**config.mk**
```make
export PLATFORM = sky130hd
export DESIGN_NAME = id_alu_issue
export DESIGN_NICKNAME = d
export VERILOG_FILES = /design/src/rtl/id_alu_issue.sv
export SDC_FILE = /design/constraint.sdc
export NUM_CORES = 1
export LEC_CHECK = 0
export ABC_AREA = 1
export ABC_CLOCK_PERIOD_IN_PS = 2500
export CORE_AREA = 2 2 150 152
export CTS_CLUSTER_SIZE = 40
export DETAILED_ROUTE_END_ITERATION = 8
export DIE_AREA = 0 0 152 154
export PLACE_DENSITY = 0.8
export SETUP_SLACK_MARGIN = 0.5
export SYNTH_ARGS = -nofsm -noshare
export SYNTH_HDL_FRONTEND = slang
export SYNTH_SLANG_ARGS = --single-unit
```
**constraint.sdc**
```tcl
create_clock -name clk -period 2.5 [get_ports clk]
set_input_delay 0.5 -clock clk [delete_from_list [all_inputs] [get_ports clk]]
set_output_delay 0.5 -clock clk [all_outputs]
set_load 0.01 [all_outputs]
```
**src/rtl/id_alu_issue.sv**
```systemverilog
// id_alu_issue: decodes RV64I integer-computational instructions into the
// one-hot ALU operation and operand bundle, held in a single ID/EX register
// with valid/ready handshakes on both sides and a flush that kills the entry.
module id_alu_issue #(
  parameter int XLEN = 64,
  parameter int OPW  = 14
) (
  input  logic            clk,
  input  logic            rst,
  input  logic            flush,
  input  logic            in_valid,
  output logic            in_ready,
  input  logic [31:0]     inst,
  input  logic [XLEN-1:0] pc,
  input  logic [XLEN-1:0] rs1_data,
  input  logic [XLEN-1:0] rs2_data,
  output logic            out_valid,
  input  logic            out_ready,
  output logic [OPW-1:0]  alu_op,
  output logic [XLEN-1:0] alu_src1,
  output logic [XLEN-1:0] alu_src2,
  output logic            alu_32,
  output logic [4:0]      rd,
  output logic            rf_we,
  output logic            illegal
);

  localparam logic [OPW-1:0] OP_ADD  = OPW'(1 << 11);
  localparam logic [OPW-1:0] OP_SUB  = OPW'(1 << 10);
  localparam logic [OPW-1:0] OP_SLT  = OPW'(1 << 9);
  localparam logic [OPW-1:0] OP_SLTU = OPW'(1 << 8);
  localparam logic [OPW-1:0] OP_AND  = OPW'(1 << 7);
  localparam logic [OPW-1:0] OP_OR   = OPW'(1 << 6);
  localparam logic [OPW-1:0] OP_XOR  = OPW'(1 << 5);
  localparam logic [OPW-1:0] OP_SLL  = OPW'(1 << 4);
  localparam logic [OPW-1:0] OP_SRL  = OPW'(1 << 3);
  localparam logic [OPW-1:0] OP_SRA  = OPW'(1 << 2);
  localparam logic [OPW-1:0] OP_NOP  = OPW'(1 << 1);

  localparam logic [6:0] OPC_LUI    = 7'b0110111;
  localparam logic [6:0] OPC_AUIPC  = 7'b0010111;
  localparam logic [6:0] OPC_OPIMM  = 7'b0010011;
  localparam logic [6:0] OPC_OP     = 7'b0110011;
  localparam logic [6:0] OPC_OPIMM32 = 7'b0011011;
  localparam logic [6:0] OPC_OP32   = 7'b0111011;

  localparam logic [6:0] F7_BASE = 7'b0000000;
  localparam logic [6:0] F7_ALT  = 7'b0100000;

  logic [6:0]      opcode;
  logic [2:0]      funct3;
  logic [6:0]      funct7;
  logic [5:0]      funct6;
  logic [XLEN-1:0] imm_i;
  logic [XLEN-1:0] imm_u;
  logic [XLEN-1:0] shamt6;
  logic [XLEN-1:0] shamt5;

  // The rs1 index is resolved by the regfile upstream; only its data arrives here.
  logic unused_rs1_idx;
  assign unused_rs1_idx = ^inst[19:15];

  assign opcode = inst[6:0];
  assign funct3 = inst[14:12];
  assign funct7 = inst[31:25];
  assign funct6 = inst[31:26];
  assign imm_i  = {{(XLEN-12){inst[31]}}, inst[31:20]};
  assign imm_u  = {{(XLEN-32){inst[31]}}, inst[31:12], 12'b0};
  assign shamt6 = {{(XLEN-6){1'b0}}, inst[25:20]};
  assign shamt5 = {{(XLEN-5){1'b0}}, inst[24:20]};

  logic [OPW-1:0]  raw_op;
  logic [XLEN-1:0] raw_src1;
  logic [XLEN-1:0] raw_src2;
  logic            raw_32;
  logic            raw_ill;

  // Raw decode: operation, operands and W-form flag before illegal masking.
  always_comb begin
    raw_op   = '0;
    raw_src1 = '0;
    raw_src2 = '0;
    raw_32   = 1'b0;
    raw_ill  = 1'b0;
    case (opcode)
      OPC_LUI: begin
        raw_op   = OP_NOP;
        raw_src2 = imm_u;
      end
      OPC_AUIPC: begin
        raw_op   = OP_ADD;
        raw_src1 = pc;
        raw_src2 = imm_u;
      end
      OPC_OPIMM: begin
        raw_src1 = rs1_data;
        raw_src2 = imm_i;
        case (funct3)
          3'b000: raw_op = OP_ADD;
          3'b010: raw_op = OP_SLT;
          3'b011: raw_op = OP_SLTU;
          3'b100: raw_op = OP_XOR;
          3'b110: raw_op = OP_OR;
          3'b111: raw_op = OP_AND;
          3'b001: begin
            raw_src2 = shamt6;
            if (funct6 == 6'b000000) raw_op = OP_SLL;
            else                     raw_ill = 1'b1;
          end
          default: begin
            raw_src2 = shamt6;
            if (funct6 == 6'b000000)      raw_op = OP_SRL;
            else if (funct6 == 6'b010000) raw_op = OP_SRA;
            else                          raw_ill = 1'b1;
          end
        endcase
      end
      OPC_OP: begin
        raw_src1 = rs1_data;
        raw_src2 = rs2_data;
        if (funct7 == F7_BASE) begin
          case (funct3)
            3'b000: raw_op = OP_ADD;
            3'b001: raw_op = OP_SLL;
            3'b010: raw_op = OP_SLT;
            3'b011: raw_op = OP_SLTU;
            3'b100: raw_op = OP_XOR;
            3'b101: raw_op = OP_SRL;
            3'b110: raw_op = OP_OR;
            default: raw_op = OP_AND;
          endcase
        end else if (funct7 == F7_ALT) begin
          case (funct3)
            3'b000: raw_op = OP_SUB;
            3'b101: raw_op = OP_SRA;
            default: raw_ill = 1'b1;
          endcase
        end else begin
          raw_ill = 1'b1;
        end
      end
      OPC_OPIMM32: begin
        raw_32   = 1'b1;
        raw_src1 = rs1_data;
        case (funct3)
          3'b000: begin
            raw_op   = OP_ADD;
            raw_src2 = imm_i;
          end
          3'b001: begin
            raw_src2 = shamt5;
            if (funct7 == F7_BASE) raw_op = OP_SLL;
            else                   raw_ill = 1'b1;
          end
          3'b101: begin
            raw_src2 = shamt5;
            if (funct7 == F7_BASE)     raw_op = OP_SRL;
            else if (funct7 == F7_ALT) raw_op = OP_SRA;
            else                       raw_ill = 1'b1;
          end
          default: raw_ill = 1'b1;
        endcase
      end
      OPC_OP32: begin
        raw_32   = 1'b1;
        raw_src1 = rs1_data;
        raw_src2 = rs2_data;
        case ({funct7, funct3})
          {F7_BASE, 3'b000}: raw_op = OP_ADD;
          {F7_ALT,  3'b000}: raw_op = OP_SUB;
          {F7_BASE, 3'b001}: raw_op = OP_SLL;
          {F7_BASE, 3'b101}: raw_op = OP_SRL;
          {F7_ALT,  3'b101}: raw_op = OP_SRA;
          default:           raw_ill = 1'b1;
        endcase
      end
      default: raw_ill = 1'b1;
    endcase
  end

  logic [OPW-1:0]  dec_op;
  logic [XLEN-1:0] dec_src1;
  logic [XLEN-1:0] dec_src2;
  logic            dec_32;
  logic            dec_we;

  // Illegal encodings carry an all-zero bundle so EX cannot act on stale operands.
  always_comb begin
    dec_op   = raw_op;
    dec_src1 = raw_src1;
    dec_src2 = raw_src2;
    dec_32   = raw_32;
    dec_we   = (inst[11:7] != 5'd0);
    if (raw_ill) begin
      dec_op   = '0;
      dec_src1 = '0;
      dec_src2 = '0;
      dec_32   = 1'b0;
      dec_we   = 1'b0;
    end
  end

  logic            valid_q, valid_d;
  logic [OPW-1:0]  op_q, op_d;
  logic [XLEN-1:0] src1_q, src1_d;
  logic [XLEN-1:0] src2_q, src2_d;
  logic            w32_q, w32_d;
  logic [4:0]      rd_q, rd_d;
  logic            we_q, we_d;
  logic            ill_q, ill_d;
  logic            accept;

  assign in_ready = ~flush & (~valid_q | out_ready);
  assign accept   = in_valid & in_ready;

  // Next-state of the ID/EX register: load on accept, drain on consume, kill on flush.
  always_comb begin
    valid_d = valid_q & ~out_ready;
    op_d    = op_q;
    src1_d  = src1_q;
    src2_d  = src2_q;
    w32_d   = w32_q;
    rd_d    = rd_q;
    we_d    = we_q;
    ill_d   = ill_q;
    if (accept) begin
      valid_d = 1'b1;
      op_d    = dec_op;
      src1_d  = dec_src1;
      src2_d  = dec_src2;
      w32_d   = dec_32;
      rd_d    = inst[11:7];
      we_d    = dec_we;
      ill_d   = raw_ill;
    end
    if (flush) valid_d = 1'b0;
  end

  // Pipeline register with synchronous reset clearing the whole bundle.
  always_ff @(posedge clk) begin
    if (rst) begin
      valid_q <= 1'b0;
      op_q    <= '0;
      src1_q  <= '0;
      src2_q  <= '0;
      w32_q   <= 1'b0;
      rd_q    <= '0;
      we_q    <= 1'b0;
      ill_q   <= 1'b0;
    end else begin
      valid_q <= valid_d;
      op_q    <= op_d;
      src1_q  <= src1_d;
      src2_q  <= src2_d;
      w32_q   <= w32_d;
      rd_q    <= rd_d;
      we_q    <= we_d;
      ill_q   <= ill_d;
    end
  end

  assign out_valid = valid_q;
  assign alu_op    = op_q;
  assign alu_src1  = src1_q;
  assign alu_src2  = src2_q;
  assign alu_32    = w32_q;
  assign rd        = rd_q;
  assign rf_we     = we_q;
  assign illegal   = ill_q;

endmodule

```
==> impl_results.md <==
* Status: finished clean
* Antenna violation net count after detailed routing at 0
* CTS H-tree depth at 4
* Max layer used: met5
* Avg WL per Cell at 17.9 um
* Unrepaired setup endpoints after global routing: no
* CP Class: in2reg
* CP Max Fanout at 13
* Mapped Cells at 1273
* Worst Hold Slack at 0.466 ns
* Post-Syn Area at 8030 um^2
* Initial DRC Count at 801
* # Max-Cap Violations at 0
* Most common cell after layout, fill and taps aside: nand2_1
* DRT Pass-1 Iters at 6
* Core Area at 21700 um^2
* Switching Power at 0.00156 W
* Post-synth top area cell: dfxtp_1
* Metal2 WL at 17.3 mm
* Most frequent cells in the layout: nand2_1, clkdlybuf4s50_1, nor2_1
* Initial Util at 37.0%
* Initial antenna violation count at 5
* Die ar. at 23400 um^2
* Detailed-routing wirelength on met1 at 13.7 mm
* WL met3 at 2.95 mm
* Setup tns final at 0 ns
* Hold buffer count at CTS at 0
* Worst EP arrival at 2.30 ns
* Power, Total at 0.00615 W
* Worst setup EP type: flip-flop
* P per Cell Area at 450 nW/um^2
* Count of final setup violators at 0
* Root buf cell: clkbuf_16
* VDD IR max at 0.350 mV
* Max Slew Vio Count at 0
* Vias/cell at 5.24
* Largest net degree at the start of global routing at 78
* Fmax at 0.510 GHz
* Hold/Removal Path Class: reg2reg
* Post-Route WL at 35.1 mm
* Global-route wire length before repair at 50.0 mm
* Vias in the first global route at 9501
* Sequential fraction of the synthesis area at 36.9%
* Drt drc at 0
* CTS Sinks at 148
* Min Clock Period, post-route at 1.96 ns
* Nets at 1890
* Required time worst endpoint at 2.84 ns
* Final period util at 78.4%
* CTS max path bufs at 2
* Hold Violations, Final at 0
* FF+latch count, synth at 148
* Startpoint Class: input pin
* Sequential share of power at 40.0%
* Grt total ovfl at 0
* Die Ht at 154 um
* Die X at 152 um
* Clock slew at reported path FFs at 0.06 ns
* Internal Pwr Total at 0.00459 W
* Layout cells sized above 1 at 11.8%
* Area grow syn2layout at 70.2%
* Clock power frac at 42.6%
* Port Buf Inserts at 377
* Slew headroom at 38.9%
* CTS tree: done
* Yosys top cell area share at 36.9%
* Fillers at 1928
* YS warnings at 0
* Worst-Margin Slew at 0.916 ns
* Combinational share of power at 17.4%
* Top cells by area, synth: dfxtp_1, nand2_1, nor2_1
* Sw frac at 25.4%
* Number of placement rows at 54
* CTS buffer count at 17
* Yosys cell types at 29
* Vias at 10300
* Gpl congestion at 0.900
* Avg Cell Area, Syn at 6.31 um^2
* Post-Route Utilization at 63.0%
* Worst Skew at 0.0109 ns
* Clk_lat worst skew at 0.42 ns
* # IOs at 381
* Total GRT Usage at 26.4%
* LEAKAGE at 5.29 nW
* Detail Placement HPWL at 23.6 mm
[per-layer routing]
metal	global-route usage [%]	vias to the layer above
li1	-	4932
met1	32.2	4721
met2	45.7	528
met3	6.71	80
met4	8.32	2
met5	0	-
[power by group through the flow]
stage | sequential, W | combinational (W) | clock (W)
after floorplan | 0.00254 | 0.000319 | 0
after global placement | 0.00251 | 0.000988 | 0
after detailed placement | 0.00251 | 0.000997 | 0
after CTS | 0.00246 | 0.00101 | 0.00266
after global routing | 0.00247 | 0.00114 | 0.00278
final | 0.00246 | 0.00107 | 0.00262
[through the flow]
stage          instance area (um^2)  instances  setup WS [ns]
4_1_cts                       13000       1929          0.440
3_3_place_gp                  12400       1893        -0.0137
2_1_floorplan                  8040       1275          0.693
5_1_grt                       13700       1955          0.482
6_report                      13700       1957          0.539
3_5_place_dp                  12400       1893        -0.0879
[kinds of logic (layout without fill, tap and decap cells)]
family	after synthesis	after routing	synth area share (%)
and+or+nand+nor	805	805	41.4
other	1	8	0.0467
buffers and inverters	140	537	8.30
AOI/OAI and AO/OA	179	179	13.3
DFF	148	148	36.9
[repair_timing]
item                                    CTS  global route
gates cloned                              0            13
pin swaps                                 4            20
buffers inserted                          6            10
endpoints found under the setup margin  128           137
gates resized for setup                  16            74
[synth_stat cells (all sizes together)]
master and count:
o21ai 26, buf 63, nor2b 1, and3 2, nor4 1, o211ai 66
a21boi 1, nor2 244, nand4 3, nand3b 1, o22ai 3, inv 37
nor3 13, nand3 155, dfxtp 148, clkbuf 40, a21oi 83, nand2 385
conb 1
[cell type report]
class | count | area, um^2 | area share (%)
antenna | 5 | 12.5 | 0.0915
clock buffer | 18 | 429 | 3.14
clock inverter | 12 | 158 | 1.15
inverter | 37 | 144 | 1.05
multi-input combinational | 987 | 4600 | 33.7
sequential | 148 | 2960 | 21.7
tap | 280 | 350 | 2.56
timing repair buffer | 470 | 5010 | 36.7
[state kept, by name, indices dropped and copies added, names as in the netlist]
signal,flops
alu_op,11
rf_we,1
out_valid,1
rd,5
alu_src1,64
illegal,1
alu_src2,64
alu_32,1
[final timing paths]
check	slack (ns)	cells after the start	start	endpoint
setup reg to reg	0.78	9	out_valid$_SDFF_PP0_	alu_op[6]$_SDFFE_PP0P_
hold / removal	0.47	2	alu_src2[0]$_SDFFE_PP0P_	alu_src2[0]$_SDFFE_PP0P_
setup / recovery	0.54	9	out_ready	alu_op[6]$_SDFFE_PP0P_
hold reg to reg	0.47	2	alu_src2[0]$_SDFFE_PP0P_	alu_src2[0]$_SDFFE_PP0P_
[critical path, cell delays in order]
cell and delay, ns:
clkdlybuf4s50_1 0.52, nor2_2 0.07, nor3_2 0.23, buf_12 0.20
inv_2 0.08, buf_4 0.16, nor3_1 0.26, nand3_1 0.12
a21oi_1 0.14
No activity file was read; power rests on OpenSTA's default activity.
